## src/rtl/cache_arb_pkg.sv

```systemverilog
// Shared types and constants for the cache request arbiter.
package cache_arb_pkg;

  typedef enum logic [2:0] {
    StIdle,
    StIssue,
    StSettle,
    StWait,
    StDone
  } state_t;

  localparam int unsigned PORT_LOADER = 0;
  localparam int unsigned PORT_CORE   = 1;

  typedef struct packed {
    logic [31:0] addr;
    logic [31:0] wdata;
    logic [3:0]  we;
  } req_t;

endpackage

```

## src/rtl/rr_pick2.sv

```systemverilog
// Two-way round-robin picker: on a tie the port not served last wins.
module rr_pick2 (
  input  logic [1:0] i_elig,
  input  logic       i_last,
  output logic [1:0] o_grant
);

  always_comb begin
    o_grant = i_elig;
    if (i_elig == 2'b11) begin
      o_grant = i_last ? 2'b01 : 2'b10;
    end
  end

endmodule

```

## src/rtl/cache_arbiter.sv

```systemverilog
// Arbitrates the boot loader and core ports onto the single cache request port and
// sequences the cache's strobe / wait-busy / wait-ready protocol with a watchdog.
module cache_arbiter
  import cache_arb_pkg::*;
#(
  parameter int unsigned TIMEOUT_CYCLES = 4096
) (
  input  logic        clk,
  input  logic        rst_n,
  input  logic        boot_done,
  input  logic        m0_req,
  input  logic [31:0] m0_addr,
  input  logic [31:0] m0_wdata,
  input  logic [3:0]  m0_we,
  output logic        m0_ack,
  output logic [31:0] m0_rdata,
  output logic        m0_err,
  input  logic        m1_req,
  input  logic [31:0] m1_addr,
  input  logic [31:0] m1_wdata,
  input  logic [3:0]  m1_we,
  output logic        m1_ack,
  output logic [31:0] m1_rdata,
  output logic        m1_err,
  output logic [1:0]  grant,
  output logic [31:0] cache_address,
  output logic [31:0] cache_data_in,
  output logic [3:0]  cache_write_enable,
  input  logic [31:0] cache_data_out,
  input  logic        cache_data_out_ready,
  input  logic        cache_busy
);

  localparam int unsigned WdW = (TIMEOUT_CYCLES > 2) ? $clog2(TIMEOUT_CYCLES) : 1;
  localparam logic [WdW-1:0] WdMax = WdW'(TIMEOUT_CYCLES - 1);

  state_t          r_state, w_state_d;
  logic [1:0]      r_grant, w_grant_d;
  logic            r_last, w_last_d;
  logic [WdW-1:0]  r_wd, w_wd_d;
  req_t            r_req, w_req_d;
  logic [3:0]      r_cache_we, w_cache_we_d;
  logic [1:0]      r_ack, w_ack_d;
  logic [1:0]      r_err, w_err_d;
  logic [31:0]     r_rdata0, w_rdata0_d;
  logic [31:0]     r_rdata1, w_rdata1_d;

  logic [1:0]      w_elig;
  logic [1:0]      w_pick;
  req_t            w_req0, w_req1;
  logic            w_owner;
  logic            w_is_write;
  logic            w_complete;
  logic [31:0]     w_rd_value;

  assign w_elig[PORT_LOADER] = m0_req;
  assign w_elig[PORT_CORE]   = m1_req & boot_done;

  assign w_req0 = '{addr: m0_addr, wdata: m0_wdata, we: m0_we};
  assign w_req1 = '{addr: m1_addr, wdata: m1_wdata, we: m1_we};

  rr_pick2 u_pick (
    .i_elig  (w_elig),
    .i_last  (r_last),
    .o_grant (w_pick)
  );

  assign w_owner    = r_grant[PORT_CORE];
  assign w_is_write = |r_req.we;
  assign w_complete = w_is_write ? ~cache_busy : cache_data_out_ready;
  assign w_rd_value = w_complete ? cache_data_out : 32'h0;

  always_comb begin
    w_state_d    = r_state;
    w_grant_d    = r_grant;
    w_last_d     = r_last;
    w_wd_d       = r_wd;
    w_req_d      = r_req;
    w_cache_we_d = 4'h0;
    w_ack_d      = 2'b00;
    w_err_d      = 2'b00;
    w_rdata0_d   = r_rdata0;
    w_rdata1_d   = r_rdata1;

    unique case (r_state)
      StIdle: begin
        if (|w_pick) begin
          w_grant_d    = w_pick;
          w_req_d      = w_pick[PORT_CORE] ? w_req1 : w_req0;
          w_cache_we_d = w_req_d.we;
          w_state_d    = StIssue;
        end
      end
      StIssue: begin
        w_state_d = StSettle;
      end
      StSettle: begin
        w_wd_d    = '0;
        w_state_d = StWait;
      end
      StWait: begin
        // A genuine completion wins over a watchdog expiry in the same cycle.
        if (w_complete || (r_wd == WdMax)) begin
          w_ack_d[w_owner] = 1'b1;
          w_err_d[w_owner] = ~w_complete;
          if (!w_is_write) begin
            if (w_owner) begin
              w_rdata1_d = w_rd_value;
            end else begin
              w_rdata0_d = w_rd_value;
            end
          end
          w_last_d  = w_owner;
          w_state_d = StDone;
        end else begin
          w_wd_d = r_wd + 1'b1;
        end
      end
      StDone: begin
        w_grant_d = 2'b00;
        w_state_d = StIdle;
      end
      default: begin
        w_state_d = StIdle;
      end
    endcase
  end

  always_ff @(posedge clk) begin
    if (!rst_n) begin
      r_state    <= StIdle;
      r_grant    <= 2'b00;
      r_last     <= 1'b1;
      r_wd       <= '0;
      r_req      <= '0;
      r_cache_we <= 4'h0;
      r_ack      <= 2'b00;
      r_err      <= 2'b00;
      r_rdata0   <= 32'h0;
      r_rdata1   <= 32'h0;
    end else begin
      r_state    <= w_state_d;
      r_grant    <= w_grant_d;
      r_last     <= w_last_d;
      r_wd       <= w_wd_d;
      r_req      <= w_req_d;
      r_cache_we <= w_cache_we_d;
      r_ack      <= w_ack_d;
      r_err      <= w_err_d;
      r_rdata0   <= w_rdata0_d;
      r_rdata1   <= w_rdata1_d;
    end
  end

  assign grant              = r_grant;
  assign cache_address      = r_req.addr;
  assign cache_data_in      = r_req.wdata;
  assign cache_write_enable = r_cache_we;
  assign m0_ack             = r_ack[PORT_LOADER];
  assign m1_ack             = r_ack[PORT_CORE];
  assign m0_err             = r_err[PORT_LOADER];
  assign m1_err             = r_err[PORT_CORE];
  assign m0_rdata           = r_rdata0;
  assign m1_rdata           = r_rdata1;

endmodule

```

## config.mk

```make
export PLATFORM = sky130hd
export DESIGN_NAME = cache_arbiter
export DESIGN_NICKNAME = d
export VERILOG_FILES = /design/src/rtl/cache_arb_pkg.sv /design/src/rtl/rr_pick2.sv /design/src/rtl/cache_arbiter.sv
export SDC_FILE = /design/constraint.sdc
export NUM_CORES = 1
export LEC_CHECK = 0
export CORE_MARGIN = 3
export CORE_UTILIZATION = 25
export DETAILED_ROUTE_END_ITERATION = 12
export PLACE_DENSITY = 0.66
export SETUP_SLACK_MARGIN = 0.2
export SYNTH_ARGS = -nofsm -noshare
export SYNTH_HDL_FRONTEND = slang
export SYNTH_SLANG_ARGS = --single-unit
```

## constraint.sdc

```tcl
create_clock -name clk -period 1.9 [get_ports clk]
set_input_delay 0.475 -clock clk [delete_from_list [all_inputs] [get_ports clk]]
set_output_delay 0.475 -clock clk [all_outputs]
set_load 0.02 [all_outputs]
```

==> run summary <==
die span in y = 175 microns
Detailed Route Iter0 Violations = 341
RSZ-0062 raised after global routing = true
clk slew on worst S/H paths = 70 ps
H-tree levels = 4
worst-path cell chain = or4_4 -> buf_6 -> o21ai_4 -> buf_6 -> a21oi_4 -> buf_12 -> clkbuf_16 -> mux2i_1
Static Leakage = 5.45 nW
Port Buffers = 312
post-synth cell types = 46
Slew Limit Fails = 0
CORE AREA = 27900 sq um
CP most frequent cell = buf_6
yosys warns = 0
CP bufs+invs = 4
PD cells = 825 nW/um^2
Worst Tran Pin Value = 680 ps
VDD IR max = 0.569 mV
GR Overflow Total = 0
Total Wirelength = 24.1 mm
CTS Sinks = 158
vias in the first global route = 6545
Tcrit/Tclk final = 1.06
number of enable flip-flop cells after synthesis = 0
global routing usage on met3 = 0.0626
Switching Fraction = 0.306
CP delay by family, top = buffers and inverters
CP max stage delay = 540 ps
WL/cell = 16.5 microns
Int Pwr = 6.73 mW
Final Hold Fails = 0
total negative slack = -3920 ps
clk_skew = 10.2 ps
failing checks = negative setup slack
ys flop type = dfxtp_1
fin worst setup slack = -112 ps
fmax = 497 MHz
GRT Util Overall = 0.149
top cell type's share of synthesized area = 0.445
first-pass GRT wire length = 36.2 mm
most area-consuming cells after synthesis = dfxtp_1 (45%), mux2i_1 (19%), a211oi_1 (7.3%), buf_4 (7.1%), nand2_1 (6.0%)
DR vias = 6539
Slowest cell on crit path = or4_4
largest net degree at the start of global routing = 65
switching power total = 2.97 mW
grt met2 use = 0.251
DIE AREA = 30500 sq um
Longest Clk Path Bufs = 2
crit path DAT = 2320 ps
critical path startpoint category = register
antenna cells = 0
initial core utilization = 0.255
CP Capture Type = register
sequential share of the synthesized area = 0.445
flop2flop setup slack = -110 ps
Synth-to-Final Area Change = 65.5%
CP max FO = 9
Min-Delay Path Class = reg -> reg
proportion of power drawn by the clock network = 0.361
GRT busiest layer = met2
Core Util, Final = 0.422
fin nets = 1242
area leader, netlist = dfxtp_1
Num CTS Buffers = 17
post-route cell area = 11800 sq um
Max Cap Viol = 0
share of async-settable or async-resettable flops after synthesis = 0
DP Worst Slack = -326 ps
relative slew slack = 0.547
final setup fails = 74
Synth Register Bits = 158
CTS tree = yes
DIE WIDTH = 175 microns
power share of the sequential group = 0.380
fraction of layout cells with a size suffix above 1 = 0.161
ANT nets after route = 0
num rows = 61
Post-DP HPWL = 16.9 mm
required time worst endpoint = 2210 ps
placed cell area = 10600 sq um
Comb pwr share = 0.259
post-layout min period = 2010 ps
Netlist Area Pre-Place = 7100 sq um
Filler cells = 2745
initial antenna violation count = 3
Clk Tree Root Cell = clkbuf_16
Mapped Cells = 763
Clock Latency Late Sink = 420 ps
met1 Use GR = 0.178
status = complete, but fails checks
Syn Nets = 939
DR pass1 iterations = 6
num ports = 313
Mean Syn Cell Area = 9.31 sq um
Setup CP Type = reg -> reg
total DRC errors in the routed layout = 0
routed vias/inst = 4.49
routability cong. = 0.795
-- cell usage in the layout, fill, tap and decap left out, types with 5 or more instances in the layout --
master           count
a211oi_1            65
a31oi_1              5
a41oi_2              6
buf_12              14
buf_16               6
buf_4               50
buf_6               17
clkbuf_16           19
clkdlybuf4s50_1    172
dfxtp_1            154
dlygate4sd2_1      134
inv_1                5
inv_8                5
mux2i_1            130
nand2_1            112
nand3_1              5
nor2_1              81
-- sequential cells by signal (all words and copies together) (netlist names) --
signal	cells
cache_address	32
r_state	3
r_ack	2
m1_rdata	32
r_last	1
m0_rdata	32
cache_write_enable	4
r_err	2
cache_data_in	32
r_req	4
grant	2
r_wd	12
-- routing by layer --
| layer | vias up | part of all wire |
|---|---|---|
| li1 | 3232 | - |
| met1 | 2986 | 0.41 |
| met2 | 283 | 0.48 |
| met3 | 32 | 0.091 |
| met4 | 6 | 0.015 |
| met5 | - | 0.0014 |
-- power by group through the flow --
stage	Sequential [mW]	Combinational (mW)	Clock, mW
2_1_floorplan	3.75	1.32	0
3_5_place_dp	3.76	2.27	0
5_1_grt	3.72	2.69	3.77
3_3_place_gp	3.76	2.27	0
6_report	3.69	2.51	3.50
4_1_cts	3.69	2.40	3.62
-- cells by family (layout without fill, tap and decap cells) --
family                     after synthesis  in the layout  synth area share
DFF                                    158            158             0.445
buffers and inverters                  124            439             0.106
AOI/OAI and AO/OA                      118            119             0.126
muxes                                  132            132             0.186
and+or+nand+nor                        230            230             0.135
adders and majority gates                1              1           0.00176
-- through the flow --
stage	hold slack, ps	total power [mW]	cells
3_3_place_gp	442	6.02	1399
4_1_cts	457	9.71	1446
2_1_floorplan	453	5.07	763
5_1_grt	478	10.2	1457
3_5_place_dp	446	6.04	1399
6_report	454	9.70	1457
-- layout make-up --
class / instances / area (sq um) / share of cell area
Timing Repair Buffer: 401 / 4020 / 0.342
Multi-Input combinational cell: 482 / 3470 / 0.295
Sequential cell: 158 / 3170 / 0.270
Tap cell: 378 / 473 / 0.0402
Clock buffer: 17 / 425 / 0.0362
Clock inverter: 15 / 173 / 0.0147
Inverter: 6 / 22.5 / 0.00192
-- what timing repair did --
action | CTS | global route
setup buffers | 9 | 8
gates resized for setup | 182 | 36
hold buffers | 0 | 0
cloned | 6 | 3
pin swaps | 12 | 12
endpoints found under the setup margin | 241 | 123
-- tightest hold or removal path, delay by kind of cell (launching register included) --
kind          cells  cell delay (ps)
simple gates      1               50
mux               1               50
flops             1              310
-- synth_stat cells (2+ instances only) --
| library cell | count |
|---|---|
| nor2_1 | 81 |
| nand2_1 | 113 |
| nor3_1 | 4 |
| nand3_1 | 5 |
| a41o_1 | 2 |
| buf_2 | 4 |
| buf_1 | 2 |
| a21oi_1 | 9 |
| o211ai_1 | 4 |
| or4_1 | 3 |
| mux2i_1 | 132 |
| clkbuf_1 | 42 |
| and2_1 | 4 |
| nand2b_1 | 2 |
| and3_1 | 5 |
| nor4_1 | 3 |
| a211oi_1 | 69 |
| a31oi_1 | 5 |
| buf_4 | 67 |
| a31o_2 | 7 |
| nor2b_1 | 3 |
| nand4_1 | 4 |
| o31ai_1 | 2 |
| buf_8 | 3 |
| dfxtp_1 | 158 |
| inv_1 | 5 |
| a41oi_1 | 6 |
-- worst paths after layout --
| path | start | endpoint | cells after the start |
|---|---|---|---|
| hold reg to reg | m0_rdata[22] | m0_rdata[22] | 2 |
| hold / removal | m0_rdata[22] | m0_rdata[22] | 2 |
| setup / recovery | r_req[2] | m0_rdata[20] | 8 |
| setup reg to reg | r_req[2] | m0_rdata[20] | 8 |
No activity file was read; power rests on OpenSTA's default activity.
